File: src/rtl/shift_sequencer.sv
`default_nettype none
// ============================================================================
// Module      : shift_sequencer
// Description : Multi-cycle shifter, at most 7 bit positions per cycle, with
//               valid/ready request and result handshakes.
//               Define SHIFT_SEQ_ROTATE_EN to make mode 11 rotate right.
// Revision    : 1.0 - initial release
// ============================================================================
module shift_sequencer #(
    parameter int WIDTH = 8,
    parameter int AMT_W = 8
) (
    input  logic             clk,
    input  logic             rst_n,
    input  logic             in_valid,
    output logic             in_ready,
    input  logic [WIDTH-1:0] data_in,
    input  logic [AMT_W-1:0] amt_in,
    input  logic [1:0]       mode_in,
    output logic             out_valid,
    input  logic             out_ready,
    output logic [WIDTH-1:0] data_out,
    output logic             carry_out,
    output logic             zero_out,
    output logic             busy
);

    localparam logic [1:0] c_IDLE  = 2'd0;
    localparam logic [1:0] c_SHIFT = 2'd1;
    localparam logic [1:0] c_DONE  = 2'd2;

    localparam logic [1:0] c_MODE_LSR = 2'b00;
    localparam logic [1:0] c_MODE_ASR = 2'b01;
    localparam logic [1:0] c_MODE_LSL = 2'b10;
    localparam logic [1:0] c_MODE_ROR = 2'b11;

    localparam logic [AMT_W-1:0] c_MAX_STEP = AMT_W'(7);

    logic [1:0]       r_state;
    logic [WIDTH-1:0] r_operand;
    logic [AMT_W-1:0] r_remaining;
    logic [1:0]       r_mode;
    logic             r_carry;
    logic             r_zero;

    logic [2:0]       w_step;
    logic             w_fill;
    logic [WIDTH-1:0] w_right;
    logic             w_right_carry;
    logic [WIDTH-1:0] w_left;
    logic             w_left_carry;
    logic [WIDTH-1:0] w_next_operand;
    logic             w_step_carry;
    logic             w_saturated;
    logic [AMT_W-1:0] w_rem_next;
    logic [1:0]       w_cap_mode;
    logic [AMT_W-1:0] w_cap_amt;

`ifdef SHIFT_SEQ_ROTATE_EN
    logic [WIDTH-1:0] w_rot;

    // Rotation wraps every WIDTH positions, so only the residue needs stepping.
    assign w_cap_mode = mode_in;
    assign w_cap_amt  = (mode_in == c_MODE_ROR) ? AMT_W'(32'(amt_in) % WIDTH) : amt_in;
    assign w_rot      = WIDTH'({r_operand, r_operand} >> w_step);
`else
    assign w_cap_mode = (mode_in == c_MODE_ROR) ? c_MODE_LSR : mode_in;
    assign w_cap_amt  = amt_in;
`endif

    assign w_step        = (r_remaining > c_MAX_STEP) ? 3'd7 : r_remaining[2:0];
    assign w_fill        = (r_mode == c_MODE_ASR) & r_operand[WIDTH-1];
    assign w_right       = WIDTH'({{WIDTH{w_fill}}, r_operand} >> w_step);
    assign w_right_carry = 1'({r_operand, 1'b0} >> w_step);
    assign w_left        = r_operand << w_step;
    assign w_left_carry  = 1'(({1'b0, r_operand} << w_step) >> WIDTH);
    assign w_rem_next    = r_remaining - AMT_W'(w_step);

    always_comb begin
        w_next_operand = w_right;
        w_step_carry   = w_right_carry;
        case (r_mode)
            c_MODE_LSL: begin
                w_next_operand = w_left;
                w_step_carry   = w_left_carry;
            end
`ifdef SHIFT_SEQ_ROTATE_EN
            c_MODE_ROR: begin
                w_next_operand = w_rot;
                w_step_carry   = w_right_carry;
            end
`endif
            default: begin
                w_next_operand = w_right;
                w_step_carry   = w_right_carry;
            end
        endcase
    end

    // Once every bit equals the fill value, further steps cannot change the
    // result and every remaining bit shifted out would be the fill bit.
`ifdef SHIFT_SEQ_ROTATE_EN
    assign w_saturated = (r_mode != c_MODE_ROR) && (w_next_operand == {WIDTH{w_fill}});
`else
    assign w_saturated = (w_next_operand == {WIDTH{w_fill}});
`endif

    always_ff @(posedge clk or negedge rst_n) begin
        if (!rst_n) begin
            r_state     <= c_IDLE;
            r_operand   <= '0;
            r_remaining <= '0;
            r_mode      <= '0;
            r_carry     <= 1'b0;
            r_zero      <= 1'b0;
        end else begin
            case (r_state)
                c_IDLE: begin
                    if (in_valid) begin
                        r_operand   <= data_in;
                        r_remaining <= w_cap_amt;
                        r_mode      <= w_cap_mode;
                        r_carry     <= 1'b0;
                        r_zero      <= 1'b0;
                        r_state     <= c_SHIFT;
                    end
                end
                c_SHIFT: begin
                    if (r_remaining == '0) begin
                        r_zero  <= (r_operand == '0);
                        r_state <= c_DONE;
                    end else begin
                        r_operand   <= w_next_operand;
                        r_remaining <= w_rem_next;
                        r_zero      <= (w_next_operand == '0);
                        r_carry     <= (w_rem_next != '0 && w_saturated) ? w_fill : w_step_carry;
                        if (w_rem_next == '0 || w_saturated) begin
                            r_state <= c_DONE;
                        end
                    end
                end
                c_DONE: begin
                    if (out_ready) begin
                        r_state <= c_IDLE;
                    end
                end
                default: r_state <= c_IDLE;
            endcase
        end
    end

    assign in_ready  = (r_state == c_IDLE);
    assign out_valid = (r_state == c_DONE);
    assign busy      = (r_state != c_IDLE);
    assign data_out  = r_operand;
    assign carry_out = r_carry;
    assign zero_out  = r_zero;

endmodule
`default_nettype wire

File: config.mk
export PLATFORM = sky130hd
export DESIGN_NAME = shift_sequencer
export DESIGN_NICKNAME = d
export VERILOG_FILES = /design/src/rtl/shift_sequencer.sv
export SDC_FILE = /design/constraint.sdc
export NUM_CORES = 1
export LEC_CHECK = 0
export CORE_ASPECT_RATIO = 1.2
export CORE_UTILIZATION = 55
export CTS_CLUSTER_DIAMETER = 100
export DETAILED_ROUTE_END_ITERATION = 8
export PLACE_DENSITY = 0.79
export SETUP_SLACK_MARGIN = 0.4
export SYNTH_ARGS = -nofsm -noshare
export SYNTH_HDL_FRONTEND = slang
export SYNTH_SLANG_ARGS = --single-unit
File: constraint.sdc
create_clock -name clk -period 4.4 [get_ports clk]
set_clock_uncertainty 0.05 [all_clocks]
set_input_delay 0.66 -clock clk [delete_from_list [all_inputs] [get_ports clk]]
set_output_delay 0.66 -clock clk [all_outputs]
set_load 0.02 [all_outputs]
Word-level counts from Yosys, hierarchy flattened. Index checks and enable logic that the tools add are counted.

Register bits: 22. Input port bits: 22. Output and inout port bits: 13. Word-level logic and storage cells: 58.

$add $sub $neg: 1. Magnitude comparators: 1. Equal/unequal tests: 10. Shift-type cells: 4. Mux-type cells: 21. Bitwise operators: 1. Reduce and logical (&&, ||, !) cells: 14.

Operators with widths (number): 2-to-1 mux 8 bit (5); zero test 8 bit (4); case mux 8 bit (2 select lines) (2); right shift 16 x 3 -> 8 bit (1); 2-to-1 mux 2 bit (5); << shifter 8 x 3 -> 9 bit (1); right shift 9 x 3 -> 1 bit (1); == test 8 bit (1); > comparator 8 x 3 -> 1 bit, second input constant (1); nonzero test 8 bit (1); << shifter 8 x 3 -> 8 bit (1); subtractor 8 x 3 -> 8 bit (1); == test 2 bit, second input constant (3); case mux 2 bit (3 select lines) (1); AND reduction 3 bit (2); 2-to-1 mux 1 bit (5); == test 2 x 1 -> 1 bit, second input constant (2); inequality test 2 bit, second input constant (2); case mux 1 bit (2 select lines) (2); AND reduction 2 bit (2); nonzero test 2 bit (2); 2-to-1 mux 3 bit (1); inequality test 3 bit, second input constant (1); zero test 2 bit (1); 4 further kinds (4).

Logic depth before layout (Yosys ltp).
Depth in word-level cells: 9. Mapped depth: 13. Gate-level depth less buffers: 11.

Least setup slack after synthesis. No wires, ideal clock.

Path kind: register to register. Start point: register r_remaining[6]. End point: register r_carry (netlist: carry_out). Setup time: 0.122 ns. Arrival time: 2.928 ns. Data required time: 4.228 ns. Slack: 1.301 ns. Cell stages (with the launch flop): 14. Buffers on the path: 2. Clock period less this slack: 3.099 ns. Cells stage by stage: dfrtp_1 > buf_2 > nor3_4 > buf_6 > nand2_1 > nand2b_1 > ha_1 > o21a_1 > nor3_1 > or4_1 > a2111oi_0 > inv_1 > o2bb2ai_1 > a32o_1.

Cells in the longest elaborated chain, start to end: 9. Elaborated cells on any way between the ends: 18. Those cells by class: add/sub: 1; order compare: 1; eq/ne: 2; shift: 4; mux: 6; reduce/logical: 4.

Ends and longest elaborated chain: start: declaration (RTL line 41) `logic [AMT_W-1:0] r_remaining;`; start signal: assignment (RTL line 121) `r_remaining <= w_cap_amt;`; start signal: assignment (RTL line 134) `r_remaining <= w_rem_next;`; branches (longest 9 deep; another with > comparator 8 x 3 -> 1 bit); end signal: assignment (RTL line 136) `r_carry <= (w_rem_next != '0 && w_saturated) ? w_fill : w_step_carry;`; end: declaration (RTL line 43) `logic r_carry;`.

Parallel ways; which one is timed is not known. The select of a mux whose other input is x is not followed. A chain may end at the register's enable or synchronous reset.

Final worst setup path.
Start point: register r_remaining[4]. End point: register r_carry (netlist: carry_out).

Same word-level chain as after synthesis.

==> implementation parameters <==
Parameter                              Value

Floorplanning
  Initial standard-cell utilization of the core ... 0.5733
  Die area ... roughly 4400 um^2
  Number of top-level pins ... 35
  Die height ... approximately 72 um
  Chip Width ... between 60 and 70 um
  Core Rows ... 25
  Core region area ... between 3000 and 4000 um^2

Clocking
  Clock Tree Root ... sky130_fd_sc_hd__clkbuf_8
  TritonCTS clock tree ... done
  Clock buffer depth ... 2
  Total number of H-tree levels ... 1
  Clock Pin Slew Worst Setup and Hold Paths ... ~0.090 ns
  Hold-fix buffer count after cts ... 0
  Clock latency on the worst-skew pair ... approximately 0.27 ns
  Number of gates given a new drive strength after cts ... 0
  Post-CTS Setup Bufs ... 0
  CTS Buf Count ... 3
  Clock net sink count ... 22

Critical path
  Worst-case reg-to-reg path depth ... 12
  Buffers & Inverters on Critical Path ... 2
  Type of destination of the critical path ... register
  CP most frequent cell ... sky130_fd_sc_hd__o21a_1
  Critical-path top delay cell ... sky130_fd_sc_hd__dfrtp_1
  Setup slack, reg-to-reg ... 1.05 ns
  CP max FO ... 12
  Crit-path leading delay family ... compound AO/OA/AOI/OAI gates
  R2r endpoint ... carry_out
  Largest stage delay, worst path ... 0.55 ns
  Reg-to-reg critical path startpoint ... r_remaining[4]
  Cell chain of the critical path ... nor2_1, buf_4, nand2_1, nand2b_1, ha_1, o21a_1, o21a_1, or4_1, a2111oi_0, inv_1, o2bb2ai_1, a32o_1
  Data required time of the worst path ... between 4 and 5 ns
  Critical path class ... register to register
  Worst endpoint data arrival time ... ~3.5 ns
  Kind of start point of the critical path ... register

GRT
  Via count of the first global-routing pass ... ~2300
  Antenna violations before repair ... 0
  Wire length of the first global-routing pass ... ~12000 um
  Overflow left after global routing ... 0
  Pin count of the biggest net entering global routing ... 32
  GR Util All Layers ... 0.3578

Place
  Gp weighted congestion ... 1.013
  Input/output buffers ... 34
  Post-DP HPWL ... ~5300 um

Yosys
  Post-synthesis sequential element count ... 22
  Async set-reset flop share out of synthesis ... 1.000
  Warning count from the yosys run ... 0
  Net count after synthesis ... 325
  Number of instances in the synthesized netlist ... 302
  Most instantiated flip-flop cell in the synthesis netlist ... sky130_fd_sc_hd__dfrtp_1
  Simple-gate area share of the yosys netlist ... 0.3483
  Portion of the post-synthesis area used by sequential elements ... 0.2436
  Cell variety after synth ... 63
  Syn Std Cell Area ... 2260 um^2
  EDFF count, synth ... 0
  Synthesized-area fraction occupied by xor and xnor cells ... 0.003876
  Multiplexer fraction of the synthesized cell area ... 0.04264
  Compound-cell area share of the yosys netlist ... 0.2791
  Adder-cell area share of the yosys netlist ... 0.005537
  Syn avg cell area ... ~7.5 um^2
  Largest family of logic cells by synthesized area ... simple AND/OR/NAND/NOR gates

Route
  Total Routed Length ... ~7200 um
  Via count ... 2453
  Post-route DRC ... 0
  Vias per cell ... between 6 and 7
  Average wire per cell in the routed design ... 19.22 um
  Routed Antenna Nets ... 0
  Number of detailed-routing iterations run before antenna repair ... 4
  Initial DRC Count ... 206

Min path
  Startpoint of the worst hold path ... zero_out
  Worst Hold Path EP ... zero_out
  Worst hold path class ... register to register
  Hold Path Stages ... 2

Final layout
  Final cell utilization of the core ... 0.6641
  Synth-to-Final Area Change ... 15.84%
  Final net count ... 344
  Fraction of final layout cells with drive strength greater than 1 ... 0.09718
  # diodes ... 0
  Fill cells ... 362

STA
  Share of the cycle needed by the critical path after routing ... 0.7620
  RSZ-0062 raised after global routing ... false
  Setup Total Neg Slack ... 0 ns
  Worst-case headroom to the max-slew limit ... 0.2846
  Number of endpoints with negative hold slack in the final report ... 0
  Endpoints failing setup ... 0
  Achievable Freq ... roughly 300 MHz
  Actual slew at the worst max-slew pin ... 1.070 ns
  Final max-slew violation count ... 0
  Final min period ... 3.353 ns

Power and ir drop
  Leakage ... between 0.9 and 1 nW
  Power density normalized to cell area ... ~800 nW/um^2
  Worst supply voltage drop on vdd ... around 0.44 mV
  Final Total Pwr ... 0.002095 W

Job
  Maximum Capacitance Violations ... 0

Outcome
  Result of the run ... finished clean
==> cells in the final DEF, fill, tap and decap left out, drive strengths merged, types with 4 or more instances in the layout <==
cell type / netlist / routed
nand3: 10 / 10
mux2i: 4 / 4
o22ai: 4 / 4
dfrtp: 22 / 22
or3: 4 / 4
nor4: 10 / 10
nor2b: 11 / 11
nor4b: 4 / 4
o21ai: 28 / 28
inv: 7 / 7
nand2: 27 / 27
nor2: 27 / 27
o21a: 4 / 4
nand2b: 9 / 9
a31oi: 5 / 5
clkdlybuf4s50: 0 / 34
nor3: 17 / 17
a21oi: 28 / 28
buf: 12 / 7
==> area by class of cell <==
| type | instances | area, um^2 | share of cell area |
|---|---|---|---|
| tap | 54 | 67.56 | 0.02581 |
| multi-input combinational | 246 | 1539 | 0.5880 |
| inverter | 7 | 26.28 | 0.01004 |
| timing repair buffer | 41 | 392.9 | 0.1501 |
| clock buffer | 3 | 41.29 | 0.01577 |
| sequential | 22 | 550.5 | 0.2103 |
==> power by group <==
| group | switching (W) | internal [W] |
|---|---|---|
| logic | 0.000856 | 0.000585 |
| clock network | 0.0000713 | 0.0000614 |
| registers | 0.000226 | 0.000296 |
==> cell usage after synthesis (5+ instances only) <==
cell type                  count  area, um^2
sky130_fd_sc_hd__dfrtp_1      22       550.5
sky130_fd_sc_hd__nor2b_1      11       68.82
sky130_fd_sc_hd__nand2b_1      9       56.30
sky130_fd_sc_hd__a31oi_1       5       31.28
sky130_fd_sc_hd__inv_1         6       22.52
sky130_fd_sc_hd__clkbuf_1     14       52.55
sky130_fd_sc_hd__buf_2         6       30.03
sky130_fd_sc_hd__a21oi_1      28       140.1
sky130_fd_sc_hd__nor4_1        9       56.30
sky130_fd_sc_hd__o21ai_0      28       140.1
sky130_fd_sc_hd__nand3_1      10       50.05
sky130_fd_sc_hd__buf_6         5       56.30
sky130_fd_sc_hd__nor2_1       26       97.59
sky130_fd_sc_hd__nor3_1       16       80.08
sky130_fd_sc_hd__nand2_1      27       101.4
==> flip-flops by register name (all words and copies together) (netlist names) <==
name and flops:
data_out 8, r_remaining 8, r_mode 2, r_state 2
carry_out 1, zero_out 1
==> worst reg2reg max path: cells and delay by family (launching register included) <==
kind / cells / cell delay [ns]
buf+inv: 2 / 0.29
fa+ha+maj: 1 / 0.28
flops: 1 / 0.55
simple gates: 4 / 0.83
compound gates: 5 / 1.26
==> worst max-delay path by stage <==
stage / from / endpoint / slack [ns] / cells past startpoint
after detailed placement: r_remaining[4] / carry_out / 1.10 / 12
final: r_remaining[4] / carry_out / 1.05 / 12
after floorplan: r_remaining[6] / carry_out / 1.30 / 13
after global routing: r_remaining[4] / carry_out / 0.81 / 12
after global placement: r_remaining[4] / carry_out / 1.15 / 12
after CTS: r_remaining[4] / carry_out / 1.07 / 12
==> cells by family (layout without fill, tap and decap cells) <==
| logic type | after synthesis | in the layout |
|---|---|---|
| xor+xnor | 1 | 1 |
| simple gates | 139 | 139 |
| buf+inv | 34 | 51 |
| mux | 8 | 8 |
| compound gates | 97 | 97 |
| flops | 22 | 22 |
| fa+ha+maj | 1 | 1 |
==> metrics by stage <==
step                hold WS (ns)  worst slack, ns  cell area, um^2  cells
floorplan                 0.3144            1.301             2260    302
global placement          0.4438            1.148             2576    370
detailed placement        0.4522            1.101             2576    370
CTS                       0.4820            1.071             2618    373
global route              0.5060           0.8104             2618    373
finish                    0.4738            1.047             2618    373
==> routing by layer <==
layer,track usage,vias to the layer above,share of wire
li1,-,1165,-
met3,0.04456,22,0.062
met2,0.5531,96,0.48
met4,0.1667,0,0.033
met1,0.4921,1170,0.42
met5,0,-,0
Note: power is estimated with default switching activity, not from simulation.
